## src/rtl/branch_resolve_unit_pkg.sv

```systemverilog
// Shared encodings for the ID-stage branch resolver.
package branch_resolve_unit_pkg;

   localparam logic [2:0] BR_NONE = 3'b000;
   localparam logic [2:0] BR_BEQ  = 3'b001;
   localparam logic [2:0] BR_BNE  = 3'b010;
   localparam logic [2:0] BR_BLEZ = 3'b011;
   localparam logic [2:0] BR_BGTZ = 3'b100;
   localparam logic [2:0] BR_BLTZ = 3'b101;
   localparam logic [2:0] BR_BGEZ = 3'b110;
   localparam logic [2:0] BR_RSVD = 3'b111;

   localparam logic [0:0] S_IDLE = 1'b0;
   localparam logic [0:0] S_WAIT = 1'b1;

   function automatic logic single_op(input logic [2:0] t);
      return (t == BR_BLEZ) || (t == BR_BGTZ) ||
             (t == BR_BLTZ) || (t == BR_BGEZ);
   endfunction

   function automatic logic valid_type(input logic [2:0] t);
      return (t != BR_NONE) && (t != BR_RSVD);
   endfunction

endpackage

```

## src/rtl/branch_resolve_unit_br_cond_eval.sv

```systemverilog
// Combinational branch condition: equality and sign tests on rs/rt.
module br_cond_eval
   import branch_resolve_unit_pkg::*;
(
   input  logic [2:0]  br_type,
   input  logic [31:0] rs_val,
   input  logic [31:0] rt_val,
   output logic        taken
);

   logic eq;
   logic rs_zero;
   logic rs_neg;

   assign eq      = (rs_val == rt_val);
   assign rs_zero = (rs_val == 32'd0);
   assign rs_neg  = rs_val[31];

   always_comb begin
      taken = 1'b0;
      unique case (br_type)
         BR_BEQ:  taken = eq;
         BR_BNE:  taken = ~eq;
         BR_BLEZ: taken = rs_neg | rs_zero;
         BR_BGTZ: taken = ~rs_neg & ~rs_zero;
         BR_BLTZ: taken = rs_neg;
         BR_BGEZ: taken = ~rs_neg;
         default: taken = 1'b0;
      endcase
   end

endmodule

```

## src/rtl/branch_resolve_unit.sv

```systemverilog
// Branch resolver: waits for forwarded operands, then issues a
// registered one-cycle PC redirect and updates taken/not-taken counts.
module branch_resolve_unit
   import branch_resolve_unit_pkg::*;
#(
   parameter int MAX_WAIT = 4,
   parameter int CNT_W    = 16
) (
   input  logic             clk,
   input  logic             rst_n,
   input  logic             br_valid,
   input  logic [2:0]       br_type,
   input  logic [31:0]      rs_val,
   input  logic [31:0]      rt_val,
   input  logic             rs_ready,
   input  logic             rt_ready,
   input  logic [31:0]      pc_id,
   input  logic [15:0]      imm16,
   output logic             stall,
   output logic             redirect,
   output logic [31:0]      target,
   output logic             timeout,
   output logic [CNT_W-1:0] taken_cnt,
   output logic [CNT_W-1:0] ntaken_cnt
);

   localparam logic [3:0]       MW  = 4'(MAX_WAIT);
   localparam logic [CNT_W-1:0] ONE = {{(CNT_W-1){1'b0}}, 1'b1};

   logic [0:0]  state;
   logic [0:0]  state_nxt;
   logic [3:0]  wcnt;
   logic [3:0]  wcnt_nxt;
   logic        act;
   logic        need;
   logic        resolve;
   logic        taken;
   logic        to_hit;
   logic [31:0] tgt;

   assign act     = br_valid & valid_type(br_type);
   assign need    = rs_ready & (rt_ready | single_op(br_type));
   assign resolve = act & need;
   // Gated by rst_n so reset clears the stall immediately.
   assign stall   = act & ~need & rst_n;
   assign tgt     = pc_id + 32'd4 + {{14{imm16[15]}}, imm16, 2'b00};

   br_cond_eval u_cond (
      .br_type (br_type),
      .rs_val  (rs_val),
      .rt_val  (rt_val),
      .taken   (taken)
   );

   always_comb begin
      state_nxt = S_IDLE;
      wcnt_nxt  = wcnt;
      if (act & ~need) begin
         state_nxt = S_WAIT;
         if (state == S_IDLE) begin
            wcnt_nxt = 4'd1;
         end else if (wcnt != MW) begin
            wcnt_nxt = wcnt + 4'd1;
         end
      end
   end

   assign to_hit = act & ~need & (wcnt_nxt == MW);

   always_ff @(posedge clk or negedge rst_n) begin
      if (!rst_n) begin
         state      <= S_IDLE;
         wcnt       <= 4'd0;
         redirect   <= 1'b0;
         target     <= 32'd0;
         timeout    <= 1'b0;
         taken_cnt  <= '0;
         ntaken_cnt <= '0;
      end else begin
         state    <= state_nxt;
         wcnt     <= wcnt_nxt;
         redirect <= resolve & taken;
         if (to_hit) begin
            timeout <= 1'b1;
         end
         if (resolve & taken) begin
            target <= tgt;
         end
         if (resolve & taken & (taken_cnt != '1)) begin
            taken_cnt <= taken_cnt + ONE;
         end
         if (resolve & ~taken & (ntaken_cnt != '1)) begin
            ntaken_cnt <= ntaken_cnt + ONE;
         end
      end
   end

endmodule

```

## config.mk

```make
export PLATFORM = sky130hd
export DESIGN_NAME = branch_resolve_unit
export DESIGN_NICKNAME = d
export VERILOG_FILES = /design/src/rtl/branch_resolve_unit_pkg.sv /design/src/rtl/branch_resolve_unit_br_cond_eval.sv /design/src/rtl/branch_resolve_unit.sv
export SDC_FILE = /design/constraint.sdc
export NUM_CORES = 1
export LEC_CHECK = 0
export ABC_CLOCK_PERIOD_IN_PS = 2150
export CORE_ASPECT_RATIO = 0.5
export CORE_MARGIN = 2
export CORE_UTILIZATION = 40
export DETAILED_ROUTE_END_ITERATION = 8
export GPL_TIMING_DRIVEN = 1
export PLACE_DENSITY = 0.84
export SYNTH_ARGS = -nofsm -noshare
export SYNTH_HDL_FRONTEND = slang
export SYNTH_HIERARCHICAL = 1
export SYNTH_SLANG_ARGS = --single-unit
```

## constraint.sdc

```tcl
create_clock -name clk -period 2.15 [get_ports clk]
set_clock_uncertainty 0.05 [all_clocks]
set_input_delay 0.3225 -clock clk [delete_from_list [all_inputs] [get_ports clk]]
set_output_delay 0.3225 -clock clk [all_outputs]
set_load 0.02 [all_outputs]
```

==> impl_results.md, run 1 <==
- Via/cell ratio: roughly 5.9
- Max Cap Viol: 0
- Core area: 0.0129 mm2
- CP Cell Sequence: clkdlybuf4s50_1 > ha_1 > ha_4 > a21oi_1 > o21ai_1 > and2_1 > o21ai_2 > buf_6 > a41oi_1 > xnor2_1 > o21ai_2
- DRT antenna net count: 0
- Clock tree buffer depth: 2
- DR WL/cell: 21.4 um
- RR Endpoint: taken_cnt[15]$_DFFE_PN0P_
- Root buffer cell: clkbuf_16
- Tmin final: 2.85 ns
- Post-Route WL: 23900 um
- Crit Path Max Fanout: 4
- Final worst setup slack: -0.701 ns
- Commonest non-fill, non-tap cell in the layout: buf_4
- Site Rows: 29
- End-of-flow core utilization: 78.5%
- Finished Layout Cells: 1117
- Post-synthesis async set-or-reset flop share: 100%
- Cell Pwr Density: 717 mW/mm2
- Fmax: 351 MHz
- Synth cell types: 66
- Yosys warns: 6
- Clock latency on the worst-skew pair: 0.34 ns
- HPWL Detailed: 13700 um
- Crit-path most repeated cell: o21ai_2
- Final setup fails: 65
- Setup total negative slack: -29.23 ns
- Run status: finished, violations left
- Worst EP arrival: between 3 and 4 ns
- CTS tree: yes
- Final hold vios: 0
- Seq/Total Area, Yosys: 33.2%
- Startpoint types: primary input
- Worst Reg-to-Reg Cells: 7
- Total grt overflow: 0
- Final Max Tran Viols: 0
- Area growth from synthesis to layout: 88.8%
- Worst path max stage delay: 0.45 ns
- I/O pin total: about 190
- Crit Path Class: in2reg
- Placer Congestion: 1.02
- Drt first pass iters: 5
- Worst-path clk slew: 0.07 ns
- RSZ-0062 raised after global routing: yes
- Number of DRC markers in iteration 0: 511
- Hold WS: 0.192 ns
- Ant. Diodes: 0
- Least-Margin Pin Slew: 0.922 ns
- Die height: roughly 86 um
- FF-to-FF setup slack: -0.15 ns
- Overall Power: 7.26 mW
- Hold Crit Class: in2async
- Max_slew headroom: 38.5%
- Final Instance Area: 0.0101 mm2
- Post-synthesis cell count: ~590
- Post-Place Cell Area: 0.00846 mm2
- Syn avg cell area: 9.11 um2
- Final routed DRC violation total: 0
- Layout cell share with drive strength beyond 1: about 44%
- GRT Util Overall: 26.3%
- Tcrit/Tclk final: 133%
- Initial antenna violation count: 0
- CTS Buf Count: 9
- Nets: approximately 1100
- DIE WIDTH: 168 um
- Die ar.: between 0.01 and 0.015 mm2
- Worst r2r src: taken_cnt[7]$_DFFE_PN0P_
- Cell count after placement: around 1100
- H-tree depth: 3
- Initial Utilization: a little over two fifths
- VDD IR max: a little under 0.7 mV
- CP endpoint kind: flip-flop
- Critical path's slowest cell: clkdlybuf4s50_1
- WP data required: 2.32 ns
- Syn Nets: 770
- Synth Flop Type: dfrtp_1
- Mapped Area: 0.00536 mm2
- I/O Buffers: roughly 190
- Failing checks: negative setup slack
- Post-synthesis register bit count: between 70 and 80
- Clock sink count: about 70
- Leakage: roughly 4.5 nW
- Dpl ws: -1.39 ns
- # fillers: 728
- Largest net degree at the start of global routing: between 70 and 80
- Global-route wire length before repair: 30200 um
- Post-synth EDFFs: 0
- Commonest cells after routing, fill and taps aside: buf_4, clkdlybuf4s50_1, dfrtp_1
- Vias in the first global route: 6241
- Vias post-DR: 6572
## synthesized netlist by cell type, types with 3 or more instances
cell | number | area [um2]
buf_2 | 5 | 25.0
nor3_1 | 9 | 45.0
a21oi_1 | 35 | 175
and4_1 | 5 | 43.8
inv_1 | 21 | 78.8
or2_2 | 4 | 25.0
nor2_1 | 25 | 93.8
xor2_1 | 46 | 403
o31ai_1 | 5 | 37.5
xnor2_1 | 38 | 333
nand3_1 | 21 | 105
and3_1 | 8 | 50.1
clkbuf_1 | 4 | 15.0
buf_1 | 3 | 11.3
nor4_1 | 15 | 93.8
a211oi_1 | 3 | 22.5
nand2_1 | 73 | 274
o21ai_0 | 41 | 205
a21o_1 | 7 | 52.6
nand4_1 | 19 | 119
dfrtp_1 | 71 | 1780
o21a_1 | 6 | 45.0
a31oi_1 | 6 | 37.5
ha_1 | 61 | 763
## area by class of cell
class | count | area (um2) | share of cell area, %
clock inverter | 4 | 76.3 | 0.754
sequential | 71 | 1780 | 17.6
tap | 170 | 213 | 2.10
clock buffer | 12 | 267 | 2.63
timing repair buffer | 357 | 3190 | 31.5
inverter | 21 | 81.3 | 0.804
multi-input combinational | 482 | 4520 | 44.7
## what timing repair did
| action | 4_1_cts | 5_1_grt |
|---|---|---|
| cloned | 4 | 4 |
| setup buffers | 23 | 11 |
| endpoints found under the setup margin | 66 | 66 |
| resized for setup | 301 | 167 |
| pin swaps | 83 | 84 |
| hold buffers | 0 | 0 |
## power breakdown
group	internal (mW)	total (mW)	switching (mW)
clock network	1.11	1.72	0.610
logic	1.75	3.51	1.75
registers	1.64	2.03	0.381
## worst max-delay path by stage
stage / start / to / slack (ns) / depth (start not counted)
5_1_grt: rt_val[23] / taken_cnt[15]$_DFFE_PN0P_ / -0.81 / 14
2_1_floorplan: rs_val[12] / target[29]$_DFFE_PN0P_ / -0.45 / 13
6_report: imm16[8] / target[25]$_DFFE_PN0P_ / -0.70 / 11
3_3_place_gp: rs_val[21] / target[30]$_DFFE_PN0P_ / -1.30 / 15
4_1_cts: rt_val[31] / target[29]$_DFFE_PN0P_ / -0.52 / 14
3_5_place_dp: rs_val[21] / target[29]$_DFFE_PN0P_ / -1.39 / 14
## flip-flops by register name (all words and copies together) (netlist names)
signal,count
timeout,1
ntaken_cnt,16
state,1
target,32
wcnt,4
taken_cnt,16
redirect,1
## layer usage
layer | routed length, um | vias up | GRT usage (%) | part of all wire [%]
met5 | 0 | - | 0 | 0
met3 | 1880 | 138 | 3.97 | 7.9
met1 | 8730 | 3150 | 28.7 | 37
met2 | 11900 | 449 | 51.7 | 50
met4 | 1350 | 0 | 10.7 | 5.6
li1 | - | 2835 | - | -
## worst max-delay path: cells and delay by family
family / cells / cell delay [ns]
AOI/OAI and AO/OA: 5 / 0.91
adders and majority gates: 2 / 0.62
buffers and inverters: 2 / 0.62
xor gates and xnor gates: 1 / 0.34
and+or+nand+nor: 1 / 0.22
## kinds of logic after synthesis
group	after synthesis	share of synthesized area (%)
buf+inv	35	2.73
mux	4	0.817
xor+xnor	85	14.0
fa+ha+maj	63	14.8
flops	71	33.2
simple gates	198	18.7
compound gates	132	15.7
Power figures use the tool's default switching activity.
==> run 2: changes to the inputs <==
--- a/config.mk
+++ b/config.mk
@@ -6,6 +6,7 @@
 export NUM_CORES = 1
 export LEC_CHECK = 0
 export ABC_CLOCK_PERIOD_IN_PS = 2150
+export CAP_MARGIN = 20
 export CORE_ASPECT_RATIO = 0.5
 export CORE_MARGIN = 2
 export CORE_UTILIZATION = 40
==> results of run 2 <==
The final DEF is identical to that of run 1; final timing and power are the same.
==> run 3: changes to the inputs <==
--- a/config.mk
+++ b/config.mk
@@ -12,6 +12,7 @@
 export CORE_UTILIZATION = 40
 export DETAILED_ROUTE_END_ITERATION = 8
 export GPL_TIMING_DRIVEN = 1
+export HOLD_SLACK_MARGIN = 0.03
 export PLACE_DENSITY = 0.84
 export SYNTH_ARGS = -nofsm -noshare
 export SYNTH_HDL_FRONTEND = slang
==> results of run 3 <==
The final DEF is identical to that of run 1; final timing and power are the same.
